[src/rtl/mc_ctrl_pkg.sv]
// Multicycle MIPS main control: shared encodings.
// State, opcode, ALUOp and mux-select constants plus the control word.
package mc_ctrl_pkg;

  typedef enum logic [3:0] {
    S_FETCH  = 4'd0,
    S_DECODE = 4'd1,
    S_MEMADR = 4'd2,
    S_MEMRD  = 4'd3,
    S_MEMWB  = 4'd4,
    S_MEMWR  = 4'd5,
    S_REXEC  = 4'd6,
    S_RWB    = 4'd7,
    S_BRANCH = 4'd8,
    S_JUMP   = 4'd9,
    S_ADDIEX = 4'd10,
    S_ADDIWB = 4'd11
  } state_t;

  localparam logic [5:0] OP_RTYPE = 6'b000000;
  localparam logic [5:0] OP_LW    = 6'b100011;
  localparam logic [5:0] OP_SW    = 6'b101011;
  localparam logic [5:0] OP_BEQ   = 6'b000100;
  localparam logic [5:0] OP_J     = 6'b000010;
  localparam logic [5:0] OP_ADDI  = 6'b001000;

  localparam logic [1:0] ALUOP_ADD   = 2'b00;
  localparam logic [1:0] ALUOP_SUB   = 2'b01;
  localparam logic [1:0] ALUOP_FUNCT = 2'b10;

  localparam logic [1:0] SRCB_B     = 2'b00;
  localparam logic [1:0] SRCB_4     = 2'b01;
  localparam logic [1:0] SRCB_IMM   = 2'b10;
  localparam logic [1:0] SRCB_IMMSH = 2'b11;

  localparam logic [1:0] PCSRC_ALU    = 2'b00;
  localparam logic [1:0] PCSRC_ALUOUT = 2'b01;
  localparam logic [1:0] PCSRC_JUMP   = 2'b10;

  // fetch marks the state whose IR/PC writes wait on mem_ready
  typedef struct packed {
    logic       fetch;
    logic       pcwrite;
    logic       pcwritecond;
    logic       iord;
    logic       memread;
    logic       memwrite;
    logic       memtoreg;
    logic [1:0] pcsource;
    logic [1:0] aluop;
    logic       alusrca;
    logic [1:0] alusrcb;
    logic       regwrite;
    logic       regdst;
  } ctrl_t;

endpackage

[src/rtl/mc_main_control_outdec.sv]
// Multicycle MIPS main control: state -> control word.
// Pure Moore decode; mem_ready qualification lives in the top.
module mc_ctrl_outdec
  import mc_ctrl_pkg::*;
(
  input  state_t state_i,
  output ctrl_t  ctrl_o
);

  // Moore decode, every field defaults to 0
  always_comb begin
    ctrl_o = '0;
    case (state_i)
      S_FETCH: begin
        ctrl_o.fetch   = 1'b1;
        ctrl_o.memread = 1'b1;
        ctrl_o.alusrcb = SRCB_4;
        ctrl_o.aluop   = ALUOP_ADD;
      end
      S_DECODE: begin
        ctrl_o.alusrcb = SRCB_IMMSH;
        ctrl_o.aluop   = ALUOP_ADD;
      end
      S_MEMADR, S_ADDIEX: begin
        ctrl_o.alusrca = 1'b1;
        ctrl_o.alusrcb = SRCB_IMM;
        ctrl_o.aluop   = ALUOP_ADD;
      end
      S_MEMRD: begin
        ctrl_o.memread = 1'b1;
        ctrl_o.iord    = 1'b1;
      end
      S_MEMWB: begin
        ctrl_o.regwrite = 1'b1;
        ctrl_o.memtoreg = 1'b1;
      end
      S_MEMWR: begin
        ctrl_o.iord     = 1'b1;
        ctrl_o.memwrite = 1'b1;
      end
      S_REXEC: begin
        ctrl_o.alusrca = 1'b1;
        ctrl_o.alusrcb = SRCB_B;
        ctrl_o.aluop   = ALUOP_FUNCT;
      end
      S_RWB: begin
        ctrl_o.regwrite = 1'b1;
        ctrl_o.regdst   = 1'b1;
      end
      S_BRANCH: begin
        ctrl_o.alusrca     = 1'b1;
        ctrl_o.alusrcb     = SRCB_B;
        ctrl_o.aluop       = ALUOP_SUB;
        ctrl_o.pcwritecond = 1'b1;
        ctrl_o.pcsource    = PCSRC_ALUOUT;
      end
      S_JUMP: begin
        ctrl_o.pcwrite  = 1'b1;
        ctrl_o.pcsource = PCSRC_JUMP;
      end
      S_ADDIWB: begin
        ctrl_o.regwrite = 1'b1;
      end
      default: ctrl_o = '0;
    endcase
  end

endmodule

[src/rtl/mc_main_control.sv]
// Multicycle MIPS main control FSM with mem_ready handshake.
// Holds state, fetch counter and sticky illegal-opcode flag.
module mc_main_control
  import mc_ctrl_pkg::*;
#(
  parameter int CNT_W = 16
) (
  input  logic             clk,
  input  logic             rst_n,
  input  logic [5:0]       op,
  input  logic             mem_ready,
  output logic             pcwrite,
  output logic             pcwritecond,
  output logic             iord,
  output logic             memread,
  output logic             memwrite,
  output logic             memtoreg,
  output logic             irwrite,
  output logic [1:0]       pcsource,
  output logic             aluop1,
  output logic             aluop0,
  output logic             alusrca,
  output logic [1:0]       alusrcb,
  output logic             regwrite,
  output logic             regdst,
  output logic [CNT_W-1:0] instr_count,
  output logic             bad_op
);

  state_t           state_q, state_d;
  logic [CNT_W-1:0] cnt_q, cnt_d;
  logic             bad_q, bad_d;
  ctrl_t            ctrl;
  logic             fetch_go;

  mc_ctrl_outdec u_outdec (
    .state_i (state_q),
    .ctrl_o  (ctrl)
  );

  // State, counter and sticky flag registers
  always_ff @(posedge clk or negedge rst_n) begin
    if (!rst_n) begin
      state_q <= S_FETCH;
      cnt_q   <= '0;
      bad_q   <= 1'b0;
    end else begin
      state_q <= state_d;
      cnt_q   <= cnt_d;
      bad_q   <= bad_d;
    end
  end

  // Next-state, fetch counting and illegal-opcode capture
  always_comb begin
    state_d = state_q;
    cnt_d   = cnt_q;
    bad_d   = bad_q;
    case (state_q)
      S_FETCH: begin
        if (mem_ready) begin
          state_d = S_DECODE;
          cnt_d   = cnt_q + CNT_W'(1);
        end
      end
      S_DECODE: begin
        unique case (1'b1)
          (op == OP_LW), (op == OP_SW): state_d = S_MEMADR;
          (op == OP_RTYPE): state_d = S_REXEC;
          (op == OP_BEQ):   state_d = S_BRANCH;
          (op == OP_J):     state_d = S_JUMP;
          (op == OP_ADDI):  state_d = S_ADDIEX;
          default: begin
            state_d = S_FETCH;
            bad_d   = 1'b1;
          end
        endcase
      end
      S_MEMADR: begin
        if (op == OP_SW)      state_d = S_MEMWR;
        else if (op == OP_LW) state_d = S_MEMRD;
        else                  state_d = S_FETCH;
      end
      S_MEMRD:  if (mem_ready) state_d = S_MEMWB;
      S_MEMWR:  if (mem_ready) state_d = S_FETCH;
      S_REXEC:  state_d = S_RWB;
      S_ADDIEX: state_d = S_ADDIWB;
      S_MEMWB, S_RWB, S_ADDIWB, S_BRANCH, S_JUMP:
        state_d = S_FETCH;
      default:  state_d = S_FETCH;
    endcase
  end

  // Reset blanks every control output in the same cycle
  assign fetch_go    = ctrl.fetch & mem_ready;
  assign pcwrite     = rst_n & (ctrl.pcwrite | fetch_go);
  assign irwrite     = rst_n & fetch_go;
  assign pcwritecond = rst_n & ctrl.pcwritecond;
  assign iord        = rst_n & ctrl.iord;
  assign memread     = rst_n & ctrl.memread;
  assign memwrite    = rst_n & ctrl.memwrite;
  assign memtoreg    = rst_n & ctrl.memtoreg;
  assign pcsource    = ctrl.pcsource & {2{rst_n}};
  assign aluop1      = rst_n & ctrl.aluop[1];
  assign aluop0      = rst_n & ctrl.aluop[0];
  assign alusrca     = rst_n & ctrl.alusrca;
  assign alusrcb     = ctrl.alusrcb & {2{rst_n}};
  assign regwrite    = rst_n & ctrl.regwrite;
  assign regdst      = rst_n & ctrl.regdst;
  assign instr_count = cnt_q;
  assign bad_op      = bad_q;

endmodule

[config.mk]
export PLATFORM = sky130hd
export DESIGN_NAME = mc_main_control
export DESIGN_NICKNAME = d
export VERILOG_FILES = /design/src/rtl/mc_ctrl_pkg.sv /design/src/rtl/mc_main_control_outdec.sv /design/src/rtl/mc_main_control.sv
export SDC_FILE = /design/constraint.sdc
export NUM_CORES = 1
export LEC_CHECK = 0
export BUFFER_PORTS_ARGS = -buffer_cell sky130_fd_sc_hd__buf_2
export CAP_MARGIN = 0
export CORE_MARGIN = 3
export CORE_UTILIZATION = 54
export DETAILED_ROUTE_END_ITERATION = 8
export GPL_TIMING_DRIVEN = 0
export HOLD_SLACK_MARGIN = 0.1
export PLACE_DENSITY = 0.95
export SLEW_MARGIN = 10
export SYNTH_ARGS = -nofsm -noshare
export SYNTH_HDL_FRONTEND = slang
export SYNTH_SLANG_ARGS = --single-unit
[constraint.sdc]
create_clock -name clk -period 4.15 [get_ports clk]
set_input_delay 0.83 -clock clk [delete_from_list [all_inputs] [get_ports clk]]
set_output_delay 0.83 -clock clk [all_outputs]
set_load 0.01 [all_outputs]
==> results_dict.tcl <==
set metrics [dict create \
    clock-sinks 21 \
    whs_ps 475 \
    slowest_stage "nor4b_2" \
    wl_met2_mm 1.57 \
    grt_pass1_vias 1236 \
    critical_path_peak_fanout 8 \
    coreArea_sq_mm 0.00230 \
    status "complete, no violations" \
    clk_pin_slew_worst_paths_ps 120 \
    crit_chain "clkbuf_1, nor2_1, nor4b_2, and2_1, or2_2, buf_2" \
    r2r_end "instr_count[1]" \
    slew_viol_final 0 \
    cpPeakStageDelay_ps 520 \
    syn2layout_area_growth_pct 19.8 \
    avgRoutedWirePerCell_um 14.2 \
    insertion_delay_ps 310 \
    final_util_pct 70.4 \
    cts-root-buf "clkbuf_4" \
    drt_iter0_markers 42 \
    r2r-start "state_q[2]" \
    avgViaCountPerCell 5.85 \
    fp.dieH_um 56 \
    clk_path_buf_depth 2 \
    synth.distinct_cells 43 \
    final_cell_mix "buf_2, dfrtp_1, nand2_1" \
    ctsHoldBuffers 0 \
    worst-path-buf-inv 2 \
    htreeDepth 1 \
    ant_nets 0 \
    muxShareOfSynthArea_pct 0.834 \
    yosys_warnings 0 \
    netlist_instances 148 \
    top_layer "met4" \
    fin_area_sq_mm 0.00162 \
    setup_viol 0 \
    worstHoldStart "instr_count[15]" \
    synth_top_family_by_area "simple AND/OR/NAND/NOR gates" \
    crit_family "simple AND/OR/NAND/NOR gates" \
    synth_area_sq_mm 0.00135 \
    p_leak_nw 0.776 \
    fp.dieW_um 56 \
    maxSlewHeadroom_pct 60.4 \
    hold_viol 0 \
    cap_violations 0 \
    synth_compound_area_share_pct 8.43 \
    min_to "instr_count[15]" \
    cts_tree "yes" \
    required_ps 3320 \
    finalCriticalPeriod_ps 2980 \
    endpoint_kind "output port" \
    layout_commonest_cell "buf_2" \
    layout-drive-gt1-share_pct 29.0 \
    met1_length_mm 1.34 \
    cts-resized-gates 0 \
    gp_congestion 0.933 \
    synth_fp_nets 158 \
    cts_setup_buffers 0 \
    finalCritPeriodShare_pct 71.7 \
    drc_errors 0 \
    fin_setup_tns_ps 0 \
    cp-start-kind "flop" \
    ios 42 \
    yosysSeqAreaShare_pct 38.9 \
    dp_hpwl_mm 2.42 \
    grt_max_degree 30 \
    crit_type "flop to output port" \
    r2r_setup_slack_ps 2240 \
    ir_drop_v 0.000231 \
    max_freq_mhz 336 \
    nets 204 \
    num-fill-cells 191 \
    drt_pass1_iterations 4 \
    rsz0062_at_grt "false" \
    multi_input_area_sq_um 786 \
    grt_first_pass_wirelength_mm 5.42 \
    wl_met3_um 187 \
    dieArea_sq_mm 0.00314 \
    hold_depth 1 \
    worstRegToRegCells 4 \
    syn_area_per_cell_sq_um 9.12 \
    antenna_found_initial 0 \
    synthSimpleGateAreaFrac_pct 35.7 \
    vias 1292 \
    antennaDiodeCount 0 \
    clock_skew_ps 1.48 \
    p_per_area_mw_per_mm2 335 \
    grt_overflow 0 \
    numCtsBuffers 3 \
    place_area_sq_mm 0.00159 \
    yosys_register_bits 21 \
    start_util_pct 58.8 \
    seq_area_sq_um 526 \
    rows 17 \
    min_path_type "flop to flop" \
    synth-xor-area-share_pct 12.3 \
    synthAdderAreaFrac_pct 0.927 \
    arrival_ps 2150 \
    portBuffers 41 \
    wl_mm 3.14 \
    grt_util_all_layers_pct 20.7 \
    worst_pin_slew_ps 594 \
]
-- cell type report --
type,instances,share of cell area [%]
plain buffers,7,1.93
clock buffers,3,1.39
flip-flops and latches,21,32.5
multi-input cells,118,48.6
well taps,28,2.17
repair buffers,41,12.7
inverters,2,0.464
clock inverters,1,0.309
-- cell usage after synthesis (all sizes together) --
library cell  instances  area (sq um)
nand4b                2          17.5
or2                   2          15.0
a211o                 1          8.76
a21oi                 4          20.0
mux2                  1          11.3
or4b                  1          13.8
o21a                  1          7.51
nor2                 12          45.0
a31oi                 1          6.26
dfrtp                21           526
xnor2                 9          78.8
o22ai                 2          12.5
and3                  4          25.0
nand3b                3          22.5
nor3                 11          65.1
a22oi                 1          7.51
nand3                 4          20.0
nand2                17          63.8
nor2b                 2          12.5
ha                    1          12.5
a21o                  1          7.51
nor4                  3          48.8
a41o                  1          10.0
o31a                  1          8.76
xor2                 10          87.6
inv                   2          7.51
clkbuf                4          15.0
buf                   3          16.3
or4                   1          7.51
nor3b                 1          7.51
nor4b                 3          32.5
o21ai                 5          25.0
or3                   2          12.5
and2                  1          6.26
nand4                 4          25.0
nor4bb                1          10.0
nand2b                5          31.3
-- power by group --
group          total [mW]  internal, mW  switching [mW]  leakage (nW)
clock network       0.101        0.0360          0.0648        0.0177
registers           0.277         0.235          0.0422         0.265
logic               0.165        0.0733          0.0919         0.493
-- how the worst max path moves through the flow --
stage / cells after the start / slack [ps] / start / endpoint
4_1_cts: 6 / 1150 / state_q[2] / pcwrite
6_report: 6 / 1170 / state_q[2] / pcwrite
2_1_floorplan: 4 / 1680 / mem_ready / pcwrite
3_5_place_dp: 5 / 1290 / rst_n / pcsource[0]
5_1_grt: 6 / 980 / state_q[2] / pcwrite
3_3_place_gp: 5 / 1350 / rst_n / pcsource[0]
-- registers in the layout, summed over array words and instances (netlist names) --
name and flops:
state_q 4, bad_op 1, instr_count 16
-- metrics by stage --
step / power [mW] / instances / worst slack, ps
after global routing: 0.576 / 221 / 980
after CTS: 0.546 / 221 / 1150
after floorplan: 0.375 / 148 / 1680
final: 0.543 / 221 / 1170
after global placement: 0.434 / 217 / 1350
after detailed placement: 0.447 / 217 / 1290
-- metal layers --
layer | up-vias | global-route usage [%]
met1 | 628 | 25.3
met4 | 0 | 6.78
met3 | 5 | 3.48
met2 | 45 | 36.6
met5 | - | 0
li1 | 614 | -
-- cells by family (layout without fill, tap and decap cells) --
| family | Yosys count | in the layout |
|---|---|---|
| simple gates | 79 | 79 |
| flops | 21 | 21 |
| xor+xnor | 19 | 19 |
| compound gates | 18 | 18 |
| buf+inv | 9 | 54 |
| fa+ha+maj | 1 | 1 |
| mux | 1 | 1 |
Note: power is estimated with default switching activity, not from simulation.
